**src/rtl/glb_access_arbiter.sv**
```systemverilog
// glb_access_arbiter
// Shared-port controller in front of the global buffer. Arbitrates word accesses from
// the IFMAP loader (client 0), PSUM engine (client 1) and WGHT loader (client 2)
// round-robin. Each client's logical address is turned into a physical bank/row using
// the per-type bank allocation, and one registered access per cycle goes to the banks.
// The allocation register is reloaded only after in-flight accesses have drained.
//
// Ports
//   i_clk, i_rst_n            clock, synchronous active-low reset
//   i_cfg_valid/_allocation   allocation load {ifmap_cnt, psum_cnt, wght_cnt}
//   o_cfg_ready               config consumed (same cycle as the load)
//   i_req_valid/we/addr/wdata per-client request buses
//   o_req_ready               one-hot combinational grant
//   o_glb_en/we/bank_sel/addr/wdata  registered GLB access (cycle after grant)
//   i_glb_rdata               bank read data, one cycle after a read strobe
//   o_rdata, o_rdata_valid    read data pass-through plus one-hot owning client
//   o_err, o_err_code         error pulse; code 0..2 = client out of range, 3 = bad config
module glb_access_arbiter #(
   parameter  int DATA_BITWIDTH = 32,
   parameter  int BANK_NUM      = 27,
   parameter  int BANK_DEPTH    = 512,
   localparam int BW            = $clog2(BANK_NUM + 1),
   localparam int AW            = $clog2(BANK_NUM * BANK_DEPTH + 1),
   localparam int RW            = $clog2(BANK_DEPTH + 1)
) (
   input  logic                       i_clk,
   input  logic                       i_rst_n,
   input  logic                       i_cfg_valid,
   input  logic [3*BW-1:0]            i_cfg_allocation,
   output logic                       o_cfg_ready,
   input  logic [2:0]                 i_req_valid,
   input  logic [2:0]                 i_req_we,
   input  logic [3*AW-1:0]            i_req_addr,
   input  logic [3*DATA_BITWIDTH-1:0] i_req_wdata,
   output logic [2:0]                 o_req_ready,
   output logic                       o_glb_en,
   output logic                       o_glb_we,
   output logic [BW-1:0]              o_glb_bank_sel,
   output logic [RW-1:0]              o_glb_addr,
   output logic [DATA_BITWIDTH-1:0]   o_glb_wdata,
   input  logic [DATA_BITWIDTH-1:0]   i_glb_rdata,
   output logic [DATA_BITWIDTH-1:0]   o_rdata,
   output logic [2:0]                 o_rdata_valid,
   output logic                       o_err,
   output logic [1:0]                 o_err_code
);

   // BANK_DEPTH is a power of two, so the row is the low RW-1 address bits
   // and the bank index is everything above them.
   localparam int IW = AW - RW + 1;
   localparam int CW = ((IW > BW) ? IW : BW) + 1;

   typedef enum logic [1:0] {UNCFG, RUN, DRAIN} state_t;

   state_t              state, state_nx;
   logic [3*BW-1:0]     alloc;
   logic [1:0]          rr_ptr;
   logic [2:0]          tag1;
   logic                grant_en, cfg_load, busy;

   logic [BW-1:0]       cnt_i, cnt_p, cnt_w;
   logic [BW-1:0]       new_i, new_p, new_w;
   logic [BW+1:0]       cfg_sum;
   logic                cfg_ok;

   logic                gvalid;
   logic [1:0]          gidx;
   logic [2:0]          gnt;
   int                  cand;

   logic [AW-1:0]       sel_addr;
   logic                sel_we;
   logic [DATA_BITWIDTH-1:0] sel_wdata;
   logic [IW-1:0]       bank_idx;
   logic [RW-1:0]       row;
   logic [BW-1:0]       cnt_sel, base_sel, phys_bank;
   logic                in_range;

   assign {cnt_i, cnt_p, cnt_w} = alloc;
   assign {new_i, new_p, new_w} = i_cfg_allocation;

   assign cfg_sum = (BW+2)'(new_i) + (BW+2)'(new_p) + (BW+2)'(new_w);
   assign cfg_ok  = (cfg_sum <= (BW+2)'(BANK_NUM));

   // Anything still in the pipe: a strobe, a tag waiting for bank data, or data returning.
   assign busy = o_glb_en | (|tag1) | (|o_rdata_valid);

   always_comb begin
      state_nx = state;
      grant_en = 1'b0;
      cfg_load = 1'b0;
      case (state)
         UNCFG: begin
            if (i_cfg_valid) begin
               cfg_load = 1'b1;
               if (cfg_ok) state_nx = RUN;
            end
         end
         RUN: begin
            // A pending config takes precedence over any request this cycle.
            if (i_cfg_valid) state_nx = DRAIN;
            else             grant_en = 1'b1;
         end
         DRAIN: begin
            // Reload uses whatever allocation is presented now, even if valid dropped.
            if (!busy) begin
               cfg_load = 1'b1;
               state_nx = RUN;
            end
         end
         default: state_nx = UNCFG;
      endcase
      if (!i_rst_n) begin
         grant_en = 1'b0;
         cfg_load = 1'b0;
      end
   end

   // Round-robin: scan from rr_ptr, first valid client wins.
   always_comb begin
      gvalid = 1'b0;
      gidx   = 2'd0;
      cand   = 0;
      if (grant_en) begin
         for (int k = 0; k < 3; k++) begin
            cand = int'(rr_ptr) + k;
            if (cand > 2) cand = cand - 3;
            if (!gvalid && i_req_valid[cand]) begin
               gvalid = 1'b1;
               gidx   = 2'(cand);
            end
         end
      end
   end

   assign gnt         = gvalid ? (3'b001 << gidx) : 3'b000;
   assign o_req_ready = gnt;
   assign o_cfg_ready = cfg_load;
   assign o_rdata     = i_glb_rdata;

   // Address decode for the granted client.
   assign sel_addr  = i_req_addr[gidx*AW +: AW];
   assign sel_we    = i_req_we[gidx];
   assign sel_wdata = i_req_wdata[gidx*DATA_BITWIDTH +: DATA_BITWIDTH];
   assign bank_idx  = sel_addr[AW-1:RW-1];
   assign row       = {1'b0, sel_addr[RW-2:0]};

   always_comb begin
      cnt_sel  = cnt_w;
      base_sel = cnt_i + cnt_p;
      case (gidx)
         2'd0:    begin cnt_sel = cnt_i; base_sel = '0;    end
         2'd1:    begin cnt_sel = cnt_p; base_sel = cnt_i; end
         default: begin cnt_sel = cnt_w; base_sel = cnt_i + cnt_p; end
      endcase
   end

   assign in_range  = (CW'(bank_idx) < CW'(cnt_sel));
   assign phys_bank = BW'(CW'(base_sel) + CW'(bank_idx));

   always_ff @(posedge i_clk) begin
      if (!i_rst_n) begin
         state          <= UNCFG;
         alloc          <= '0;
         rr_ptr         <= 2'd0;
         tag1           <= '0;
         o_glb_en       <= 1'b0;
         o_glb_we       <= 1'b0;
         o_glb_bank_sel <= '0;
         o_glb_addr     <= '0;
         o_glb_wdata    <= '0;
         o_rdata_valid  <= '0;
         o_err          <= 1'b0;
         o_err_code     <= 2'd0;
      end else begin
         state <= state_nx;
         if (cfg_load && cfg_ok) alloc <= i_cfg_allocation;

         if (gvalid) rr_ptr <= (gidx == 2'd2) ? 2'd0 : gidx + 2'd1;

         o_glb_en <= gvalid & in_range;
         if (gvalid && in_range) begin
            o_glb_we       <= sel_we;
            o_glb_bank_sel <= phys_bank;
            o_glb_addr     <= row;
            o_glb_wdata    <= sel_wdata;
         end

         // Two-stage read tag: strobe cycle, then data-return cycle.
         tag1          <= (gvalid && in_range && !sel_we) ? gnt : 3'b000;
         o_rdata_valid <= tag1;

         o_err <= 1'b0;
         if (cfg_load && !cfg_ok) begin
            o_err      <= 1'b1;
            o_err_code <= 2'd3;
         end else if (gvalid && !in_range) begin
            o_err      <= 1'b1;
            o_err_code <= gidx;
         end
      end
   end

endmodule

```
**config.mk**
```make
export PLATFORM = sky130hd
export DESIGN_NAME = glb_access_arbiter
export DESIGN_NICKNAME = d
export VERILOG_FILES = /design/src/rtl/glb_access_arbiter.sv
export SDC_FILE = /design/constraint.sdc
export NUM_CORES = 1
export LEC_CHECK = 0
export CELL_PAD_IN_SITES_DETAIL_PLACEMENT = 1
export CELL_PAD_IN_SITES_GLOBAL_PLACEMENT = 2
export CORE_AREA = 2 2 118 205
export CTS_BUF_LIST = sky130_fd_sc_hd__clkbuf_8
export CTS_CLUSTER_SIZE = 10
export DETAILED_ROUTE_END_ITERATION = 10
export DIE_AREA = 0 0 120 207
export MAX_ROUTING_LAYER = met4
export PLACE_DENSITY_LB_ADDON = 0.1
export SLEW_MARGIN = 10
export SYNTH_ARGS = -nofsm -noshare
export SYNTH_HDL_FRONTEND = slang
export SYNTH_SLANG_ARGS = --single-unit
export TNS_END_PERCENT = 1
```
**constraint.sdc**
```tcl
create_clock -name i_clk -period 6.55 [get_ports i_clk]
set_clock_uncertainty 0.15 [all_clocks]
set_input_delay 1.6375 -clock i_clk [delete_from_list [all_inputs] [get_ports i_clk]]
set_output_delay 1.6375 -clock i_clk [all_outputs]
set_load 0.005 [all_outputs]
```
==> impl_metrics.csv <==
group,metric,value,unit
run_status,outcome,"completed",
power,power_density,152,nW/µm²
power,power_frac_comb,0.253,
hold_path,hold_start,"tag1[0]",
worst_setup_path,reg2reg_slack,1.70,ns
yosys,synth_area_leaders,"dfxtp_1 32%, o211a_1 9.2%, a22oi_1 6.9%",
final_layout,antenna_cells,0,
placement,placed_area,7060,µm²
grt,grt_max_degree,95,
yosys,synth_flop_cell,"dfxtp_1",
clock_network,insertion_delay,0.36,ns
power,p_switching,301,µW
route,routed_via_density,4.61,
power,peakVddDrop,63.2,µV
yosys,async_flop_share,0,
route,drcViolationCount,0,
worst_setup_path,r2r-start,"rr_ptr[0]",
clock_network,cts_hold_buf,0,
power,leakagePower,3.28,nW
power,p_int,795,µW
route,ant_nets,0,
clock_network,clock_path_buffers,2,
yosys,synth-edff-count,0,
yosys,synth_nets,761,
clock_network,root_buffer,"clkbuf_8",
grt,grtUsageTotal,0.158,
yosys,synth_top_cell_by_area,"dfxtp_1",
route,wirelength,19.0,mm
power,clkPwrFrac,0.299,
sta,max_slew_margin,0.452,
final_layout,finalInstanceArea,7230,µm²
sta,finalHoldViolations,0,
yosys,synth_warnings,0,
route,drt-initial-drc-count,128,
power,p_seq_frac,0.448,
floorplan,core-area,23200,µm²
sta,whs,0.336,ns
power,p_sw_frac,0.275,
placement,routabilityCongestion,0.747,
route,routedWlPerCell,18.6,µm
yosys,yosysTopAreaCellShare,0.318,
clock_network,cts_buffers,9,
yosys,synth_area,4790,µm²
grt,grt_antenna_before_repair,0,
floorplan,start_util,0.206,
worst_setup_path,startpoint,"i_req_valid[1]",
hold_path,hp-class,"reg -> reg",
worst_setup_path,crit_type,"in -> out",
worst_setup_path,cp.required,4.76,ns
sta,min_period_over_period,0.921,
clock_network,cts_tree,"built",
final_layout,nets,935,
final_layout,register_area,1520,µm²
placement,place_hpwl,15.0,mm
clock_network,postCtsResizedCells,0,
yosys,synth_common_cells,"76 x dfxtp_1, 63 x nand2_1, 44 x a22oi_1, 44 x o211a_1, 43 x nand3_1",
floorplan,die_area,24800,µm²
grt,grt-ovfl-total,0,
sta,slew_viol_final,0,
sta,worst_pin_slew,0.820,ns
worst_setup_path,endpoint_kind,"output port",
yosys,synth_seq_cells,76,
grt,grt_pass1_vias,5292,
route,dr.pass1.iters,4,
final_layout,syn2layout_area_growth,50.8,%
worst_setup_path,worst_setup_path_start_kind,"input pin",
floorplan,num_rows,74,
floorplan,fp.dieW,120,µm
sta,setup_viol,0,
yosys,synthCells,539,
placement,place.port_buffers,219,
yosys,yosysSeqAreaShare,0.318,
final_layout,multiInputGateArea,2800,µm²
grt,grt_first_pass_wirelength,29.0,mm
run,cap_violations,0,
clock_network,post-cts-setup-buffer-count,0,
yosys,yosysUniqueCellTypes,55,
final_layout,fillCellCount,2749,
sta,rsz0062_at_grt,"no",
sta,fin_crit,6.03,ns
clock_network,cts_sinks,76,
yosys,syn_area_per_cell,8.89,µm²
final_layout,drive_gt1_frac,0.0558,
sta,clock.fmax,0.166,GHz
floorplan,ioPinCount,285,
worst_setup_path,path_max_fanout,6,
yosys,synth_most_common_cell,"dfxtp_1",
clock_network,htreeDepth,3,
clock_network,cts.clk_slew.worst_paths,0.08,ns
floorplan,die_h,207,µm
sta,tns,0,ns
route,vias,4703,
worst_setup_path,arrival,4.24,ns
-- final cells by class --
class / count / share of cell area
clock buffers: 11 / 0.0210
clock inverters: 4 / 0.00242
inverters: 16 / 0.00831
multi-input cells: 378 / 0.387
flip-flops and latches: 76 / 0.211
well taps: 304 / 0.0526
repair buffers: 232 / 0.318
-- path summary, 6_finish.rpt --
path	to	depth (start not counted)
max	o_req_ready[0]	8
min	o_rdata_valid[0]	1
max reg2reg	o_glb_bank_sel[3]	19
min reg2reg	o_rdata_valid[0]	1
-- power groups by stage --
stage               combinational (mW)  clock, mW  sequential [mW]
floorplan                        0.133          0            0.500
global placement                 0.276          0            0.502
detailed placement               0.281          0            0.503
CTS                              0.283      0.352            0.492
global route                     0.304      0.373            0.494
finish                           0.277      0.328            0.491
-- cells in the final DEF (no fill, tap or decap), types with 16 or more instances in the layout --
cell / synthesis / routed
clkdlybuf4s50_1: 0 / 218
dfxtp_1: 76 / 76
nand2_1: 63 / 63
a22oi_1: 44 / 44
o211a_1: 44 / 44
nand3_1: 43 / 43
mux2i_1: 22 / 22
nor2b_1: 22 / 22
ha_1: 20 / 20
inv_1: 15 / 16
-- through the flow --
step | setup slack (ns) | total power, mW | util | std cells
detailed placement | 0.200 | 0.784 | 0.304 | 1006
floorplan | 1.18 | 0.633 | - | 539
finish | 0.519 | 1.10 | 0.311 | 1021
global placement | 0.311 | 0.778 | 0.304 | 1006
global route | 0.261 | 1.17 | 0.311 | 1021
CTS | 0.458 | 1.13 | 0.311 | 1021
-- flip-flops by register name, indices dropped and copies added (netlist names) --
signal / cells
o_err: 1
o_rdata_valid: 3
o_err_code: 2
rr_ptr: 2
o_glb_addr: 9
o_glb_wdata: 32
tag1: 3
o_glb_we: 1
state: 2
o_glb_bank_sel: 5
alloc: 15
o_glb_en: 1
-- critical path, cell delays in order --
cell and delay [ns]:
clkdlybuf4s50_1 0.50, nor2b_1 0.21, a21boi_0 0.15, or4_1 0.57, o2111ai_2 0.15, nand2_1 0.17, nor2_1 0.28, clkdlybuf4s50_1 0.57
-- cell families after synthesis --
kind of cell,share of synthesized area
buf+inv,0.100
fa+ha+maj,0.0857
compound gates,0.270
flops,0.318
simple gates,0.168
other cells,0.000783
mux,0.0460
xor+xnor,0.0128
-- layer usage --
metal | track usage | vias up | routed length (µm) | part of all wire
met2 | 0.302 | 145 | 10700 | 0.56
met3 | 0.0435 | 17 | 1250 | 0.066
met5 | - | - | 0 | 0
met1 | 0.146 | 2270 | 6620 | 0.35
met4 | 0.0564 | 0 | 425 | 0.022
li1 | - | 2271 | - | -
No activity file was read; power rests on OpenSTA's default activity.
